## config.mk

```make
export PLATFORM = sky130hd
export DESIGN_NAME = branch_resolve_flat
export DESIGN_NICKNAME = d
export VERILOG_FILES = /design/src/rtl/branch_resolve_if.sv /design/src/rtl/branch_resolve.sv /design/src/flat_wrapper.sv
export SDC_FILE = /design/constraint.sdc
export NUM_CORES = 1
export LEC_CHECK = 0
export CAP_MARGIN = 20
export CORE_MARGIN = 2
export CORE_UTILIZATION = 39
export DETAILED_ROUTE_END_ITERATION = 8
export PLACE_DENSITY = 0.86
export SKIP_LAST_GASP = 1
export SLEW_MARGIN = 20
export SYNTH_ARGS = -nofsm -noshare
export SYNTH_HDL_FRONTEND = slang
export SYNTH_SLANG_ARGS = --single-unit
```

## constraint.sdc

```tcl
create_clock -name clk -period 2.1 [get_ports clk]
set_input_delay 0.42 -clock clk [delete_from_list [all_inputs] [get_ports clk]]
set_output_delay 0.42 -clock clk [all_outputs]
set_load 0.02 [all_outputs]
```

## src/rtl/branch_resolve_if.sv

```systemverilog
// Branch-resolution bus: fetch-slot info in, EX outcome in, redirect/update/stats out.
interface branch_resolve_if;
  logic        stall;
  logic        if_valid;
  logic [31:0] if_pc;
  logic        if_btype;
  logic        if_predict;
  logic        ex_taken;
  logic [31:0] ex_target;
  logic        mispredict;
  logic [31:0] redirect_pc;
  logic        upd_btype;
  logic        upd_taken;
  logic [31:0] stat_branches;
  logic [31:0] stat_mispredicts;

  modport slave (
    input  stall, if_valid, if_pc, if_btype, if_predict, ex_taken, ex_target,
    output mispredict, redirect_pc, upd_btype, upd_taken, stat_branches, stat_mispredicts
  );

  modport master (
    output stall, if_valid, if_pc, if_btype, if_predict, ex_taken, ex_target,
    input  mispredict, redirect_pc, upd_btype, upd_taken, stat_branches, stat_mispredicts
  );
endinterface

```

## src/rtl/branch_resolve.sv

```systemverilog
// Tracks fetched instructions through ID/EX and resolves conditional branches in EX.
// Optional saturating statistics counters are built only when BRANCH_STATS_EN is defined.
module branch_resolve (
  input  logic             clk,
  input  logic             rst,
  branch_resolve_if.slave  bus
);

  logic        id_valid_reg;
  logic [31:0] id_pc_reg;
  logic        id_btype_reg;
  logic        id_predict_reg;

  logic        ex_valid_reg;
  logic [31:0] ex_pc_reg;
  logic        ex_btype_reg;
  logic        ex_predict_reg;

  logic        resolve;
  logic        mispredict;

  assign resolve    = ex_valid_reg & ex_btype_reg & ~bus.stall;
  assign mispredict = resolve & (ex_predict_reg != bus.ex_taken);

  assign bus.mispredict  = mispredict;
  assign bus.redirect_pc = mispredict ? (bus.ex_taken ? bus.ex_target : ex_pc_reg + 32'd4)
                                      : 32'h0;
  assign bus.upd_btype   = resolve;
  assign bus.upd_taken   = resolve & bus.ex_taken;

  // A mispredict squashes both younger instructions (the one entering ID and the one entering EX).
  always_ff @(posedge clk) begin
    if (rst) begin
      id_valid_reg   <= 1'b0;
      id_pc_reg      <= 32'h0;
      id_btype_reg   <= 1'b0;
      id_predict_reg <= 1'b0;
      ex_valid_reg   <= 1'b0;
      ex_pc_reg      <= 32'h0;
      ex_btype_reg   <= 1'b0;
      ex_predict_reg <= 1'b0;
    end else if (!bus.stall) begin
      id_valid_reg   <= bus.if_valid & ~mispredict;
      id_pc_reg      <= bus.if_pc;
      id_btype_reg   <= bus.if_btype;
      id_predict_reg <= bus.if_predict;
      ex_valid_reg   <= id_valid_reg & ~mispredict;
      ex_pc_reg      <= id_pc_reg;
      ex_btype_reg   <= id_btype_reg;
      ex_predict_reg <= id_predict_reg;
    end
  end

`ifdef BRANCH_STATS_EN
  logic [1:0] stat_inc;
  assign stat_inc = {mispredict, resolve};

  // Counter 0 counts resolved branches, counter 1 counts mispredicts; both stick at all-ones.
  for (genvar gi = 0; gi < 2; gi++) begin : g_stat
    logic [31:0] cnt_reg;
    always_ff @(posedge clk) begin
      if (rst) begin
        cnt_reg <= 32'h0;
      end else if (stat_inc[gi] && (cnt_reg != 32'hFFFF_FFFF)) begin
        cnt_reg <= cnt_reg + 32'd1;
      end
    end
  end

  assign bus.stat_branches    = g_stat[0].cnt_reg;
  assign bus.stat_mispredicts = g_stat[1].cnt_reg;
`else
  assign bus.stat_branches    = 32'h0;
  assign bus.stat_mispredicts = 32'h0;
`endif

endmodule

```

## src/flat_wrapper.sv

```systemverilog
// flat-port wrapper written by rule: the top's interface ports become plain ports
module branch_resolve_flat 
  (clk, rst, bus_stall, bus_if_valid, bus_if_pc, bus_if_btype, bus_if_predict, bus_ex_taken, bus_ex_target, bus_mispredict, bus_redirect_pc, bus_upd_btype, bus_upd_taken, bus_stat_branches, bus_stat_mispredicts);
  branch_resolve_if bus_i ();
  input  logic clk;
  input  logic rst;
  input wire logic [$bits(bus_i.stall)-1:0] bus_stall;
  input wire logic [$bits(bus_i.if_valid)-1:0] bus_if_valid;
  input wire logic [$bits(bus_i.if_pc)-1:0] bus_if_pc;
  input wire logic [$bits(bus_i.if_btype)-1:0] bus_if_btype;
  input wire logic [$bits(bus_i.if_predict)-1:0] bus_if_predict;
  input wire logic [$bits(bus_i.ex_taken)-1:0] bus_ex_taken;
  input wire logic [$bits(bus_i.ex_target)-1:0] bus_ex_target;
  output wire logic [$bits(bus_i.mispredict)-1:0] bus_mispredict;
  output wire logic [$bits(bus_i.redirect_pc)-1:0] bus_redirect_pc;
  output wire logic [$bits(bus_i.upd_btype)-1:0] bus_upd_btype;
  output wire logic [$bits(bus_i.upd_taken)-1:0] bus_upd_taken;
  output wire logic [$bits(bus_i.stat_branches)-1:0] bus_stat_branches;
  output wire logic [$bits(bus_i.stat_mispredicts)-1:0] bus_stat_mispredicts;
  assign bus_i.stall = bus_stall;
  assign bus_i.if_valid = bus_if_valid;
  assign bus_i.if_pc = bus_if_pc;
  assign bus_i.if_btype = bus_if_btype;
  assign bus_i.if_predict = bus_if_predict;
  assign bus_i.ex_taken = bus_ex_taken;
  assign bus_i.ex_target = bus_ex_target;
  assign bus_mispredict = bus_i.mispredict;
  assign bus_redirect_pc = bus_i.redirect_pc;
  assign bus_upd_btype = bus_i.upd_btype;
  assign bus_upd_taken = bus_i.upd_taken;
  assign bus_stat_branches = bus_i.stat_branches;
  assign bus_stat_mispredicts = bus_i.stat_mispredicts;
  branch_resolve u_core (.clk(clk), .rst(rst), .bus(bus_i));
endmodule
```

==> results of run 1 <==
Yosys cell counts (3+ instances only):
library cell | instances | area share
a21oi_1 | 26 | 0.033
and3_1 | 4 | 0.0063
and4_1 | 3 | 0.0066
buf_1 | 6 | 0.0057
buf_4 | 64 | 0.12
clkbuf_1 | 21 | 0.020
dfxtp_1 | 70 | 0.35
mux2i_1 | 73 | 0.18
nand2_1 | 17 | 0.016
nand3_1 | 13 | 0.016
nand4_1 | 11 | 0.017
nor2_1 | 93 | 0.088
o21ai_0 | 21 | 0.027
xnor2_1 | 13 | 0.029
xor2_1 | 15 | 0.033
timing repair:
action / in CTS / in global routing
pin swaps: 36 / 27
setup buffers: 10 / 10
gates resized for setup: 200 / 40
endpoints found under the setup margin: 35 / 33
routing by layer:
metal / global-route usage / vias to the layer above
met3: 0.0349 / 17
met5: 0 / -
met2: 0.353 / 152
met1: 0.222 / 1751
met4: 0.0686 / 0
li1: - / 1789
cell families after synthesis:
group | share of synthesized area
XOR/XNOR | 0.0619
AND/OR/NAND/NOR | 0.182
other | 0.000946
multiplexers | 0.184
adder cells (fa/ha/maj) | 0.00316
buffers and inverters | 0.150
AO/OA/AOI/OAI | 0.0644
flip-flops | 0.354
worst paths after layout:
path / startpoint / end / slack [ps] / cells past startpoint
worst max-delay path: u_core.ex_pc_reg[3]$_SDFFE_PP0N_ / bus_redirect_pc[27] / -520 / 8
worst min-delay path: rst / u_core.ex_pc_reg[3]$_SDFFE_PP0N_ / 440 / 2
worst min register to register: u_core.ex_valid_reg$_SDFFE_PP0N_ / u_core.ex_valid_reg$_SDFFE_PP0N_ / 490 / 2
worst max register to register: u_core.ex_valid_reg$_SDFFE_PP0N_ / u_core.id_valid_reg$_SDFFE_PP0N_ / 930 / 6
cell usage in the layout, fill, tap and decap left out, types with 2 or more instances in the layout:
master / netlist / layout
and3_1: 4 / 4
dlygate4sd2_1: 0 / 2
nor2_4: 0 / 5
buf_12: 0 / 8
nor2_1: 93 / 88
dfxtp_1: 70 / 58
nand3b_1: 2 / 2
and2_1: 2 / 2
nand3_4: 0 / 5
clkinv_2: 0 / 3
dfxtp_2: 0 / 9
nor3_4: 0 / 2
o21ai_0: 21 / 21
nand4_1: 11 / 11
mux2i_1: 73 / 73
dfxtp_4: 0 / 3
buf_6: 0 / 22
nand2_4: 0 / 2
nand3_1: 13 / 6
and4_4: 0 / 3
clkbuf_8: 0 / 10
nor4_4: 2 / 4
xor2_1: 15 / 8
buf_2: 1 / 4
xor2_2: 0 / 7
nand3_2: 0 / 2
a21oi_2: 0 / 19
clkdlybuf4s50_1: 0 / 67
xnor2_1: 13 / 9
clkbuf_2: 0 / 3
a21oi_1: 26 / 7
buf_4: 64 / 75
xnor2_2: 0 / 4
conb_1: 1 / 64
nand2_1: 17 / 14
per-stage QoR:
stage	hold slack [ps]	worst slack (ps)	util	total power, µW
3_5_place_dp	456	-762	0.554	1990
2_1_floorplan	441	0.0887	-	1840
3_3_place_gp	449	-681	0.554	1970
5_1_grt	438	-639	0.619	3190
6_report	440	-518	0.619	3070
4_1_cts	425	-522	0.599	3070
area by class of cell:
cell class	count	area (µm²)
fillers	771	3740
clock inverters	6	61.3
clock buffers	10	138
inverters	2	7.51
repair buffers	184	1730
well taps	133	166
multi-input cells	370	2560
flip-flops and latches	70	1420
power groups by stage:
stage          Clock, µW  Sequential, µW  Combinational, µW
2_1_floorplan          0            1460                386
3_3_place_gp           0            1450                515
3_5_place_dp           0            1460                527
4_1_cts             1110            1430                536
5_1_grt             1160            1440                584
6_report            1090            1430                544
==> reports/summary.txt, run 1 <==
CP startpoint kind: register
Net Sw Frac: 0.275
Failing checks: negative setup slack
Peak VDD IR: 363 µV
Post-route cell area: 6080 µm²
Final GP Congestion: 0.799
Diodes inserted: 0
CP max FO: 7
Setup TNS: -9290 ps
Worst Path Required: 1680 ps
Slowest cell delay on critical path: 450 ps
Ys async rst share: 0
Largest net degree at the start of global routing: 73
Sequential share of the synthesized area: 0.354
Crit path kind: reg -> out
Sink Count: 70
Int Pwr: 2220 µW
Core Rows: 36
Post-synth EDFFs: 0
Main synth FF type: dfxtp_1
Worst Skew: 3.31 ps
Final net count: 709
Placed Area: 5440 µm²
H-tree Lvls: 3
Crit-path cells: buf_4 -> nand3_1 -> or4_4 -> buf_12 -> nor4_4 -> xnor2_1 -> a21oi_2 -> buf_4
Final Setup Violations: 25
Vias per cell: 4.79
DR pass1 iterations: 4
Worst min-delay path class: in -> reg
Non-Filler Instances: 775
Starting Density: 0.404
Worst path slowest cell: or4_4
Top cell by count, worst path: buf_4
Layout area overhead: 53.4%
Routed Antenna Nets: 0
Per-cell routed wire length: 14.6 µm
Top Ports: 170
Clock network power share: 0.356
Vias post-DR: 3709
Bufs and invs on worst path: 3
First-pass GRT wire length: 16900 µm
Gate power share: 0.178
CTS Buffer Depth: 2
Initial antenna violation count: 0
Hold-fix buffers, CTS: 0
Die W: 105 µm
Synth warn: 0
Syn Std Cell Area: 3960 µm²
TritonCTS clock tree: yes
Register share of total power: 0.467
Unrepaired setup endpoints after global routing: yes
Met3 WL: 590 µm
Met1 WL: 4550 µm
PnR worst setup slack: -518 ps
Switching power: 842 µW
Max cap viols: 0
Clock transition at the registers of the reported paths: 80 ps
LEAKAGE: 0.00277 µW
Count of input and output buffers: 105
Vias in the first global route: 3500
Hpwl dp: 8060 µm
Seq cells post-synth: 70
DRC Markers: 0
Tot GR Track Use: 0.193
Chip Height: 105 µm
Max Freq: 382 MHz
Dpl cells: 741
Cells after synthesis: 471
WL final: 11300 µm
Initial drt markers: 96
Mean Syn Cell Area: 8.42 µm²
GRT Residual Overflow: 0
Fin crit share: 1.25
Layout cells sized above 1: 0.308
Clk root buf: clkbuf_8
CP delay by family, top: simple AND/OR/NAND/NOR gates
Arrival time worst endpoint: 2200 ps
Max Used Layer: met4
Clock latency at the later pin of the worst-skew pair: 340 ps
Synth unique cells: 31
Status: finished with violations
WL met2: 5920 µm
Core box area: 9820 µm²
Number of hold violations in the final report: 0
Pwr dens: 504 nW/µm²
Die area: 11000 µm²
Element type at the critical path end: output port
TritonCTS buffer count: 9
Slew Limit Fails: 0
Least-Margin Pin Slew: 825 ps
Crit path time final: 2620 ps
Max transition margin: 0.450
Power figures use the tool's default switching activity.
==> run 2, diff against run 1 <==
CORE_UTILIZATION = 45   (was 39)
DONT_BUFFER_PORTS = 1   (was unset)
PLACE_DENSITY = 0.7   (was 0.86)
==> reports/summary.txt, run 2 (synthesis gave the netlist of run 1 again) <==
Status: finished with violations (unchanged)
Failing checks: negative setup slack (unchanged)
CP startpoint kind: register (unchanged)
Worst min-delay path class: in -> reg (unchanged)
FF-to-FF setup slack: 980 ps (was 930 ps)
Worst hold slack: 126 ps (was 440 ps)
H-tree Lvls: 3 (unchanged)
Most common cell after layout, fill and taps aside: nor2_1 (unchanged)
Clock network power share: 0.417 (was 0.356)
LEAKAGE: 0.00224 µW (was 0.00277 µW)
Hold depth: 1 (was 2)
Slowest cell delay on critical path: 510 ps (was 450 ps)
Clk root buf: clkbuf_8 (unchanged)
Final net count: 597 (was 709)
Unrepaired setup endpoints after global routing: yes (unchanged)
Core box area: 8640 µm² (was 9820 µm²)
Final GP Congestion: 0.826 (was 0.799)
Initial antenna violation count: 0 (unchanged)
Layout cells sized above 1: 0.328 (was 0.308)
Worst r2r dst: u_core.ex_valid_reg$_SDFFE_PP0N_ (was u_core.id_valid_reg$_SDFFE_PP0N_)
Crit path time final: 2450 ps (was 2620 ps)
Per-cell routed wire length: 15.5 µm (was 14.6 µm)
Final Setup Violations: 23 (was 25)
PnR worst setup slack: -354 ps (was -518 ps)
Crit-path cells: nand4_1 -> or4_4 -> buf_8 -> nor4_4 -> xnor2_2 -> a21oi_4 (was buf_4 -> nand3_1 -> or4_4 -> buf_12 -> nor4_4 -> xnor2_1 -> a21oi_2 -> buf_4)
Number of hold violations in the final report: 0 (unchanged)
Largest net degree at the start of global routing: 75 (was 73)
Hold EP: u_core.id_pc_reg[28]$_SDFFE_PP0N_ (was u_core.ex_pc_reg[3]$_SDFFE_PP0N_)
Net Sw Frac: 0.254 (was 0.275)
Int Pwr: 2240 µW (was 2220 µW)
CP max FO: 7 (unchanged)
CTS Buffer Depth: 2 (unchanged)
Pwr dens: 585 nW/µm² (was 504 nW/µm²)
TritonCTS buffer count: 9 (unchanged)
First-pass GRT wire length: 15000 µm (was 16900 µm)
Setup TNS: -5800 ps (was -9290 ps)
Initial drt markers: 154 (was 96)
Max cap viols: 0 (unchanged)
Register share of total power: 0.477 (was 0.467)
Most frequent cells in the layout: nor2_1 (88), mux2i_1 (73), conb_1 (64) (was nor2_1 (88), buf_4 (75), mux2i_1 (73))
GRT Residual Overflow: 0 (unchanged)
Least-Margin Pin Slew: 486 ps (was 825 ps)
Element type at the critical path end: output port (unchanged)
Gate power share: 0.106 (was 0.178)
Max Freq: 408 MHz (was 382 MHz)
Core Rows: 34 (was 36)
WL final: 9920 µm (was 11300 µm)
Count of input and output buffers: 0 (was 105)
Max transition margin: 0.673 (was 0.450)
Sink Count: 70 (unchanged)
Hpwl dp: 6600 µm (was 8060 µm)
Top Ports: 170 (unchanged)
RR Startpoint: u_core.ex_predict_reg$_SDFFE_PP0N_ (was u_core.ex_valid_reg$_SDFFE_PP0N_)
Vias in the first global route: 3012 (was 3500)
Arrival time worst endpoint: 2030 ps (was 2200 ps)
Tot GR Track Use: 0.194 (was 0.193)
Routed Antenna Nets: 0 (unchanged)
Chip Height: 97.9 µm (was 105 µm)
Clock latency at the later pin of the worst-skew pair: 350 ps (was 340 ps)
Worst path slowest cell: or4_4 (unchanged)
Dpl ws: -61.6 ps (was -762 ps)
Vias per cell: 5.09 (was 4.79)
Slew Limit Fails: 0 (unchanged)
Layout area overhead: 29.7% (was 53.4%)
Die W: 97.9 µm (was 105 µm)
R2R depth: 5 (was 6)
DR pass1 iterations: 4 (unchanged)
Worst hold start: rst (unchanged)
Vias post-DR: 3249 (was 3709)
Clock transition at the registers of the reported paths: 80 ps (about the same)
Crit path kind: reg -> out (unchanged)
Fin crit share: 1.17 (was 1.25)
Util after Layout: 0.595 (was 0.619)
Worst Skew: 6.80 ps (was 3.31 ps)
Switching power: 764 µW (was 842 µW)
DRC Markers: 0 (unchanged)
Worst Path Required: 1680 ps (about the same)
Starting Density: 0.459 (was 0.404)
Diodes inserted: 0 (unchanged)
TritonCTS clock tree: yes (unchanged)
Peak VDD IR: 425 µV (was 363 µV)
Die area: 9580 µm² (was 11000 µm²)
## run 2: how the worst max path moves through the flow
| stage | startpoint | end | slack (ps) | depth (start not counted) |
|---|---|---|---|---|
| after CTS | u_core.ex_pc_reg[9]$_SDFFE_PP0N_ | bus_redirect_pc[25] | -410 | 6 |
| after global routing | u_core.ex_pc_reg[14]$_SDFFE_PP0N_ | bus_redirect_pc[25] | -460 | 7 |
| final | u_core.ex_pc_reg[7]$_SDFFE_PP0N_ | bus_redirect_pc[25] | -350 | 6 |
| after global placement | u_core.ex_pc_reg[3]$_SDFFE_PP0N_ | bus_redirect_pc[28] | -10 | 6 |
| after floorplan | u_core.ex_pc_reg[9]$_SDFFE_PP0N_ | bus_redirect_pc[25] | 0.09 | 6 |
| after detailed placement | u_core.ex_pc_reg[10]$_SDFFE_PP0N_ | bus_redirect_pc[25] | -60 | 6 |
## run 2: power by group through the flow
stage                     Clock [µW]  Sequential (µW)  Combinational [µW]
after CTS                       1270             1430                 308
after floorplan                    0             1460                 386
after global placement             0             1460                 289
after global routing            1340             1440                 346
after detailed placement           0             1460                 296
final                           1250             1440                 318
## run 2: area by class of cell
| cell class | count | area (µm²) |
|---|---|---|
| fillers | 685 | 3490 |
| multi-input cells | 370 | 2730 |
| flip-flops and latches | 70 | 1430 |
| repair buffers | 72 | 603 |
| clock buffers | 11 | 151 |
| well taps | 108 | 135 |
| clock inverters | 5 | 81.3 |
| inverters | 2 | 7.51 |
## run 2: metal layers
metal / vias up / GRT usage / share of wire
li1: 1565 / - / -
met1: 1532 / 0.241 / 0.40
met4: 0 / 0.0716 / 0.019
met2: 139 / 0.323 / 0.51
met3: 13 / 0.0508 / 0.074
met5: - / 0 / 0
## run 2: critical path, delay by kind of cell (launching register included)
family / cells / cell delay [ps]
AND/OR/NAND/NOR: 3 / 830
flip-flops: 1 / 330
AO/OA/AOI/OAI: 1 / 230
buffers and inverters: 1 / 160
XOR/XNOR: 1 / 130
## run 2: repair_timing
item	in CTS	in global routing
cloned	0	1
setup endpoints to repair	23	27
pin swaps	42	46
buffers inserted	9	8
hold buffers	0	0
gates resized for setup	48	55
## run 2: stage by stage
stage / instance area, µm² / cells / total power [µW]
after floorplan: 4310 / 534 / 1840
after global placement: 4300 / 609 / 1750
after detailed placement: 4300 / 609 / 1760
after CTS: 4850 / 634 / 3010
after global routing: 5140 / 638 / 3130
final: 5140 / 638 / 3010
